===== src/rtl/core_sequencer.sv =====
// Multi-cycle FETCH/DECODE/EXEC/MEM/WB sequencer for the RV32 core, one instruction in flight.
// Latency: zero-wait R/I/JAL/JALR/LUI/AUIPC 4 cycles, LOAD 5, STORE 4, BRANCH 3; strobes are combinational from state.
// Backpressure: FETCH/MEM stall on imem_ready_i/dmem_ready_i up to MEM_TIMEOUT cycles, then trap. Optional macro: SEQ_PERF_CNT_EN.
module core_sequencer #(
  parameter int unsigned MEM_TIMEOUT = 255,
  parameter int unsigned CNT_WIDTH   = 32
) (
  input  logic                 clk_i,
  input  logic                 rst_ni,
  input  logic                 start_i,
  input  logic                 halt_req_i,
  input  logic [6:0]           opcode_i,
  input  logic                 dec_wen_i,
  input  logic                 dec_mem_wen_i,
  input  logic                 imem_ready_i,
  input  logic                 dmem_ready_i,
  output logic                 imem_req_o,
  output logic                 ir_load_o,
  output logic                 dmem_req_o,
  output logic                 mem_wen_o,
  output logic                 rf_wen_o,
  output logic                 pc_en_o,
  output logic                 retire_o,
  output logic                 trapped_o,
  output logic [1:0]           trap_cause_o,
  output logic [2:0]           state_o,
  output logic [CNT_WIDTH-1:0] cycle_cnt_o,
  output logic [CNT_WIDTH-1:0] instr_cnt_o
);

  typedef enum logic [2:0] {
    S_IDLE   = 3'd0,
    S_FETCH  = 3'd1,
    S_DECODE = 3'd2,
    S_EXEC   = 3'd3,
    S_MEM    = 3'd4,
    S_WB     = 3'd5,
    S_TRAP   = 3'd6
  } state_e;

  localparam logic [6:0] OP_LOAD   = 7'b0000011;
  localparam logic [6:0] OP_STORE  = 7'b0100011;
  localparam logic [6:0] OP_BRANCH = 7'b1100011;
  localparam logic [7:0] TIMEOUT   = 8'(MEM_TIMEOUT);

  state_e     state_q;
  logic [7:0] wait_q;
  logic [1:0] cause_q;

  logic   is_load, is_store, is_branch, is_legal, wait_expired;
  state_e retire_next_d;

  assign is_load      = (opcode_i == OP_LOAD);
  assign is_store     = (opcode_i == OP_STORE);
  assign is_branch    = (opcode_i == OP_BRANCH);
  assign is_legal     = opcode_i inside {7'b0110011, 7'b0010011, 7'b0000011, 7'b0100011,
                                         7'b1100011, 7'b1100111, 7'b1101111, 7'b0010111,
                                         7'b0110111};
  // Ready in the same cycle as expiry still counts as success, so expiry is checked after ready.
  assign wait_expired = (wait_q == TIMEOUT);
  // halt_req only matters at an instruction boundary.
  assign retire_next_d = halt_req_i ? S_IDLE : S_FETCH;

  // Sequencer state, memory wait counter and sticky trap cause.
  always_ff @(posedge clk_i or negedge rst_ni) begin
    if (!rst_ni) begin
      state_q <= S_IDLE;
      wait_q  <= 8'd0;
      cause_q <= 2'b00;
    end else begin
      unique case (state_q)
        S_IDLE: begin
          if (start_i && !halt_req_i) begin
            state_q <= S_FETCH;
            wait_q  <= 8'd0;
          end
        end
        S_FETCH: begin
          if (imem_ready_i) begin
            state_q <= S_DECODE;
          end else if (wait_expired) begin
            state_q <= S_TRAP;
            cause_q <= 2'b10;
          end else begin
            wait_q <= wait_q + 8'd1;
          end
        end
        S_DECODE: begin
          if (is_legal) begin
            state_q <= S_EXEC;
          end else begin
            state_q <= S_TRAP;
            cause_q <= 2'b01;
          end
        end
        S_EXEC: begin
          if (is_load || is_store) begin
            state_q <= S_MEM;
            wait_q  <= 8'd0;
          end else if (is_branch) begin
            state_q <= retire_next_d;
            wait_q  <= 8'd0;
          end else begin
            state_q <= S_WB;
          end
        end
        S_MEM: begin
          if (dmem_ready_i) begin
            if (is_store) begin
              state_q <= retire_next_d;
              wait_q  <= 8'd0;
            end else begin
              state_q <= S_WB;
            end
          end else if (wait_expired) begin
            state_q <= S_TRAP;
            cause_q <= 2'b11;
          end else begin
            wait_q <= wait_q + 8'd1;
          end
        end
        S_WB: begin
          state_q <= retire_next_d;
          wait_q  <= 8'd0;
        end
        S_TRAP: state_q <= S_TRAP;
        default: state_q <= S_IDLE;
      endcase
    end
  end

  // Strobes decode straight from state so they drop as soon as reset clears the state.
  always_comb begin
    imem_req_o = 1'b0;
    ir_load_o  = 1'b0;
    dmem_req_o = 1'b0;
    mem_wen_o  = 1'b0;
    rf_wen_o   = 1'b0;
    pc_en_o    = 1'b0;
    retire_o   = 1'b0;
    unique case (state_q)
      S_FETCH: begin
        imem_req_o = 1'b1;
        ir_load_o  = imem_ready_i;
      end
      S_EXEC: begin
        pc_en_o  = is_branch;
        retire_o = is_branch;
      end
      S_MEM: begin
        dmem_req_o = 1'b1;
        mem_wen_o  = dec_mem_wen_i & is_store;
        pc_en_o    = dmem_ready_i & is_store;
        retire_o   = dmem_ready_i & is_store;
      end
      S_WB: begin
        rf_wen_o = dec_wen_i;
        pc_en_o  = 1'b1;
        retire_o = 1'b1;
      end
      default: ;
    endcase
  end

  assign trapped_o    = (state_q == S_TRAP);
  assign trap_cause_o = cause_q;
  assign state_o      = state_q;

`ifdef SEQ_PERF_CNT_EN
  logic [CNT_WIDTH-1:0] cycle_cnt_q, instr_cnt_q;
  logic [CNT_WIDTH-1:0] cycle_cnt_d, instr_cnt_d;

  assign cycle_cnt_d = ((state_q != S_IDLE) && (state_q != S_TRAP)) ? cycle_cnt_q + 1'b1 : cycle_cnt_q;
  assign instr_cnt_d = retire_o ? instr_cnt_q + 1'b1 : instr_cnt_q;

  // Free-running performance counters, wrapping naturally.
  always_ff @(posedge clk_i or negedge rst_ni) begin
    if (!rst_ni) begin
      cycle_cnt_q <= '0;
      instr_cnt_q <= '0;
    end else begin
      cycle_cnt_q <= cycle_cnt_d;
      instr_cnt_q <= instr_cnt_d;
    end
  end

  assign cycle_cnt_o = cycle_cnt_q;
  assign instr_cnt_o = instr_cnt_q;
`else
  assign cycle_cnt_o = '0;
  assign instr_cnt_o = '0;
`endif

endmodule


===== config.mk =====
export PLATFORM = sky130hd
export DESIGN_NAME = core_sequencer
export DESIGN_NICKNAME = d
export VERILOG_FILES = /design/src/rtl/core_sequencer.sv
export SDC_FILE = /design/constraint.sdc
export NUM_CORES = 1
export LEC_CHECK = 0
export ABC_AREA = 1
export BUFFER_PORTS_ARGS = -buffer_cell sky130_fd_sc_hd__buf_2
export CAP_MARGIN = 10
export CORE_MARGIN = 1.5
export CORE_UTILIZATION = 41
export DETAILED_ROUTE_END_ITERATION = 10
export HOLD_SLACK_MARGIN = 0.12
export PLACE_DENSITY = 0.77
export SLEW_MARGIN = 5
export SYNTH_ARGS = -nofsm -noshare
export SYNTH_HDL_FRONTEND = slang
export SYNTH_SLANG_ARGS = --single-unit

===== constraint.sdc =====
create_clock -name clk_i -period 1.5 [get_ports clk_i]
set_input_delay 0.225 -clock clk_i [delete_from_list [all_inputs] [get_ports clk_i]]
set_output_delay 0.225 -clock clk_i [all_outputs]
set_load 0.01 [all_outputs]

# Word level (Yosys, flattened, before mapping)
# Cells that the tools add are included.
# totals
input_bits,15
output_inout_bits,77
reg_bits,13
# op_classes
bitwise,2
mux,30
addsub,1
reduce_logical,9
n_eq_ne,24
# ops
operator,n
8-bit 2-to-1 mux,7
8-bit one-hot mux with 5 select lines,1
3-bit 2-to-1 mux,8
7-bit by 6-bit == test with 1-bit output (second input constant),3
7-bit == test (second input constant),3
3-bit one-hot mux with 7 select lines,1
7-bit by 5-bit == test with 1-bit output (second input constant),2
2-bit inequality test (second input constant),6
2-bit 2-to-1 mux,5
3-bit == test (second input constant),3
9-bit nonzero test,1
8-bit by 1-bit adder with 8-bit output (second input constant),1
8-bit == test (second input constant),1
7-bit by 2-bit == test with 1-bit output (second input constant),1
3-bit by 2-bit == test with 1-bit output (second input constant),2
1-bit 2-to-1 mux,6
3-bit inequality test (second input constant),2
2-bit one-hot mux with 3 select lines,1
6-bit AND reduction,1
5-bit AND reduction,1
5-bit nonzero test,1
3-bit by 1-bit == test with 1-bit output (second input constant),1
3-bit zero test,1
1-bit one-hot mux with 3 select lines,1
5 further kinds,6

# Depth between registers and ports, before layout
# depth
depth_word,4
ltp_mapped,11
mapped_depth_nobuf,11

# Least setup slack after synthesis
# No wires, ideal clock.
# synth_path
path_type,flip-flop to output port
start,register state_q[1] (netlist: state_o[1])
end,output retire_o
t_required_ps,1275
stages_incl_launch_ff,8
setup_slack_ps,-143
arrival_ps,1418
cell_sequence,dfrtp_1 buf_6 nor2_4 nand2_2 nor2_4 inv_1 o211ai_1 buf_4
# synth_via
elab_chain_len,2
# synth_lines
element,line_no,rtl
start: declaration,46,state_e state_q;
start signal: assignment,101,state_q <= retire_next_d;
start signal: assignment,110,state_q <= retire_next_d;
start signal: assignment,123,state_q <= retire_next_d;
3-bit == test / 3-bit by 2-bit == test with 1-bit output (equally long branches),-,
1-bit one-hot mux with 3 select lines *,-,
end: declaration,23,"output logic retire_o,"
# Mark *: on every way between the ends. The rest lies on a longest branch, timed or not.

# Worst setup path in the final report
# layout_path
start,register state_q[2] (netlist: state_o[2])
end,output pc_en_o
# layout_via
elab_chain_len,2
# layout_lines
element,line_no,rtl
3-bit == test / 3-bit by 2-bit == test with 1-bit output (equally long branches),141,unique case (state_q)
1-bit one-hot mux with 3 select lines *,141,
end: declaration,22,"output logic pc_en_o,"
# Marks and branches as above.

==> results.txt <==
Max-cap check violation count: 0
Min-Delay Path Class: in -> reg
Area Overhead vs Synth: 14.96%
M1 GR Usage: 19.78%
Largest net degree at the start of global routing: 14
GRT Residual Overflow: 0
Clock Root Buffer: clkbuf_8
Fin cells: 353
Starting density of the core: 42.76%
Netlist cell types: 29
Die Span Y: 67.83 um
Reg2Reg Depth: 10
Vias in the first global route: 1,295
Sequential area share after synthesis: 18.88%
CORE AREA: 4029 um^2
Total track usage: 15.64%
DP Worst Slack: -0.004539 ns
Commonest non-fill, non-tap cell in the layout: conb_1
Placer congestion estimate: 0.8498
Most frequent cells in the layout: conb_1, nand2_1, buf_2
Synth Area per Inst: 6.864 um^2
DP Cell Count: 333
Outcome: finished with violations
Flops & latches, synth: 13
CTS tree: built
Leak: 1.170 nW
Clock Sinks: 13
Mapped Cells: 251
Power, Total: 2.980 mW
Minimum clock period: 1.594 ns
Final worst-path cycle share: 106.3%
CP max-delay cell: dfrtp_1
WL/cell: 10.50 um
Fraction of layout instances using a drive strength above 1: 31.02%
PnR worst setup slack: -0.09402 ns
Via count: 1,569
Port Buffers: 27
Boundary pin count: 92
Initial antenna violation count: 0
Met3 GRT Util: 2.796%
Die area: 4600 um^2
Global-route wire length before repair: 5513 um
Synth warn: 0
Average vias per placed instance: 4.445
Crit Path Max Fanout: 4
Arrival time of the worst setup path: 1.37 ns
Most heavily used metal layer in global routing: met2
Worst setup EP type: primary output
DRT iter0 DRCs: 93
DRT Pass-1 Iters: 6
Die extent in x: 67.83 um
Crit-path max cell delay: 0.41 ns
Startpoint types: flip-flop
Residual DRC: 0
Worst-Skew Late Latency: 0.24 ns
ANT nets after route: 0
Hold Vio Cnt, Final: 0
Global routing usage on met2: 26.59%
Cts bufs inserted: 3
RSZ-0062 raised after global routing: yes
Peak Freq: 627.3 MHz
Wirelength, routed: 3705 um
HPWL after DPL: 2604 um
Clock transition at path regs: 0.05 ns
Final setup skew: 0.005014 ns
Clock buffer depth: 2
H-Tree Depth: 1
CP Class: reg -> out
Failing checks: setup timing
Worst hold slack: 0.3323 ns
Worst EP required: 1.27 ns
Max VDD drop: 0.0007323 V
# setup viols final: 7
Worst Hold Depth: 3
Nets: 320
Power per cell area: 1505 nW/um^2
Filler cell count: 406
# rows: 23
Worst-path cell chain: inv_4 > nand2_8 > nor2_4 > nand3_1 > o211ai_1 > buf_2
Synth Cell Area: 1723 um^2
Diodes inserted: 0
Slew Limit Fails: 0
[through the flow]
step	utilization, %	setup TNS [ns]	instance area [um^2]
6_report	49.16	-0.3860	1981
5_1_grt	49.16	-1.190	1981
4_1_cts	46.52	-0.4322	1874
3_5_place_dp	42.58	-0.008868	1715
3_3_place_gp	42.58	0	1715
2_1_floorplan	-	-0.09364	1964
[timing repair]
item                                   4_1_cts  5_1_grt
cloned                                       0        1
pin swaps                                    8       10
setup endpoints to repair                    7       20
endpoints found under the hold margin       13        0
hold buffers                                 1        0
buffers inserted                             9        5
gates resized for setup                     10       17
[area by class of cell]
cell class              count  area (um^2)  share of cell area, %
inverters                  31        126.4                  6.380
well taps                  50        62.56                  3.159
flip-flops and latches     13        327.8                  16.55
repair buffers             51        339.1                  17.12
clock buffers               4        45.04                  2.274
multi-input cells         204         1080                  54.52
[critical path: cells and delay by family (launching register included)]
kind | cells | cell delay (ns)
flops | 1 | 0.41
compound gates | 1 | 0.11
simple gates | 3 | 0.32
buf+inv | 2 | 0.30
[power breakdown]
group | total, mW | switching (mW) | internal, mW | leakage [nW]
combinational | 2.15 | 1.30 | 0.854 | 0.977
clock | 0.311 | 0.123 | 0.187 | 0.0228
sequential | 0.519 | 0.0725 | 0.446 | 0.171
total | 2.98 | 1.49 | 1.49 | 1.17
[routing by layer]
metal	vias up	wire (um)
li1	762	-
met1	699	1500
met2	102	1841
met3	6	321
met4	0	41
met5	-	0
[cell families (layout without fill, tap and decap cells)]
kind of cell / count (synthesis) / in the layout / synth area share (%)
buffers and inverters: 98 / 86 / 36.89
and+or+nand+nor: 121 / 122 / 36.89
AOI/OAI and AO/OA: 17 / 17 / 6.390
DFF: 13 / 13 / 18.88
other: 1 / 64 / 0.2177
adders and majority gates: 1 / 1 / 0.7261
[final timing paths]
kind                                       from         endpoint  slack [ns]
worst max-delay path                 state_o[2]          pc_en_o       -0.09
worst min-delay path               imem_ready_i       state_o[1]        0.33
worst max register to register       state_o[2]  trap_cause_o[1]       -0.02
worst min register to register  trap_cause_o[0]  trap_cause_o[0]        0.49
max in group asynchronous                rst_ni       state_o[0]        0.86
min in group asynchronous                rst_ni        wait_q[5]        0.39
[cells in the mapped netlist]
library cell  count  area [um^2]
a21o_1            1        7.510
buf_8             1        15.01
o21ai_1           3        15.01
buf_6             1        11.26
nor2_2            2        12.51
o21ai_0           5        25.02
o21a_1            1        7.510
a21oi_1           1        5.000
nor2_8            2        40.04
nor2_1           14        52.55
dfrtp_1          13        325.3
nand2_4           3        33.78
nor2_4            5        56.30
conb_1            1        3.750
inv_2             3        11.26
inv_1            26        97.59
o21bai_1          1        7.510
nor3_1            3        15.01
o211ai_1          1        7.510
nand3_1          21        105.1
nand3b_1          1        7.510
o21ai_2           4        35.03
inv_4             2        12.51
buf_4            65        488.0
nand4_1           5        31.28
nand2_1          59        221.5
ha_1              1        12.51
nand3_4           2        35.03
nand2_2           4        25.02
[sequential cells by signal, indices dropped and copies added, names as in the netlist]
signal and flops:
trap_cause_o 2, state_o 3, wait_q 8
Note: power is estimated with default switching activity, not from simulation.
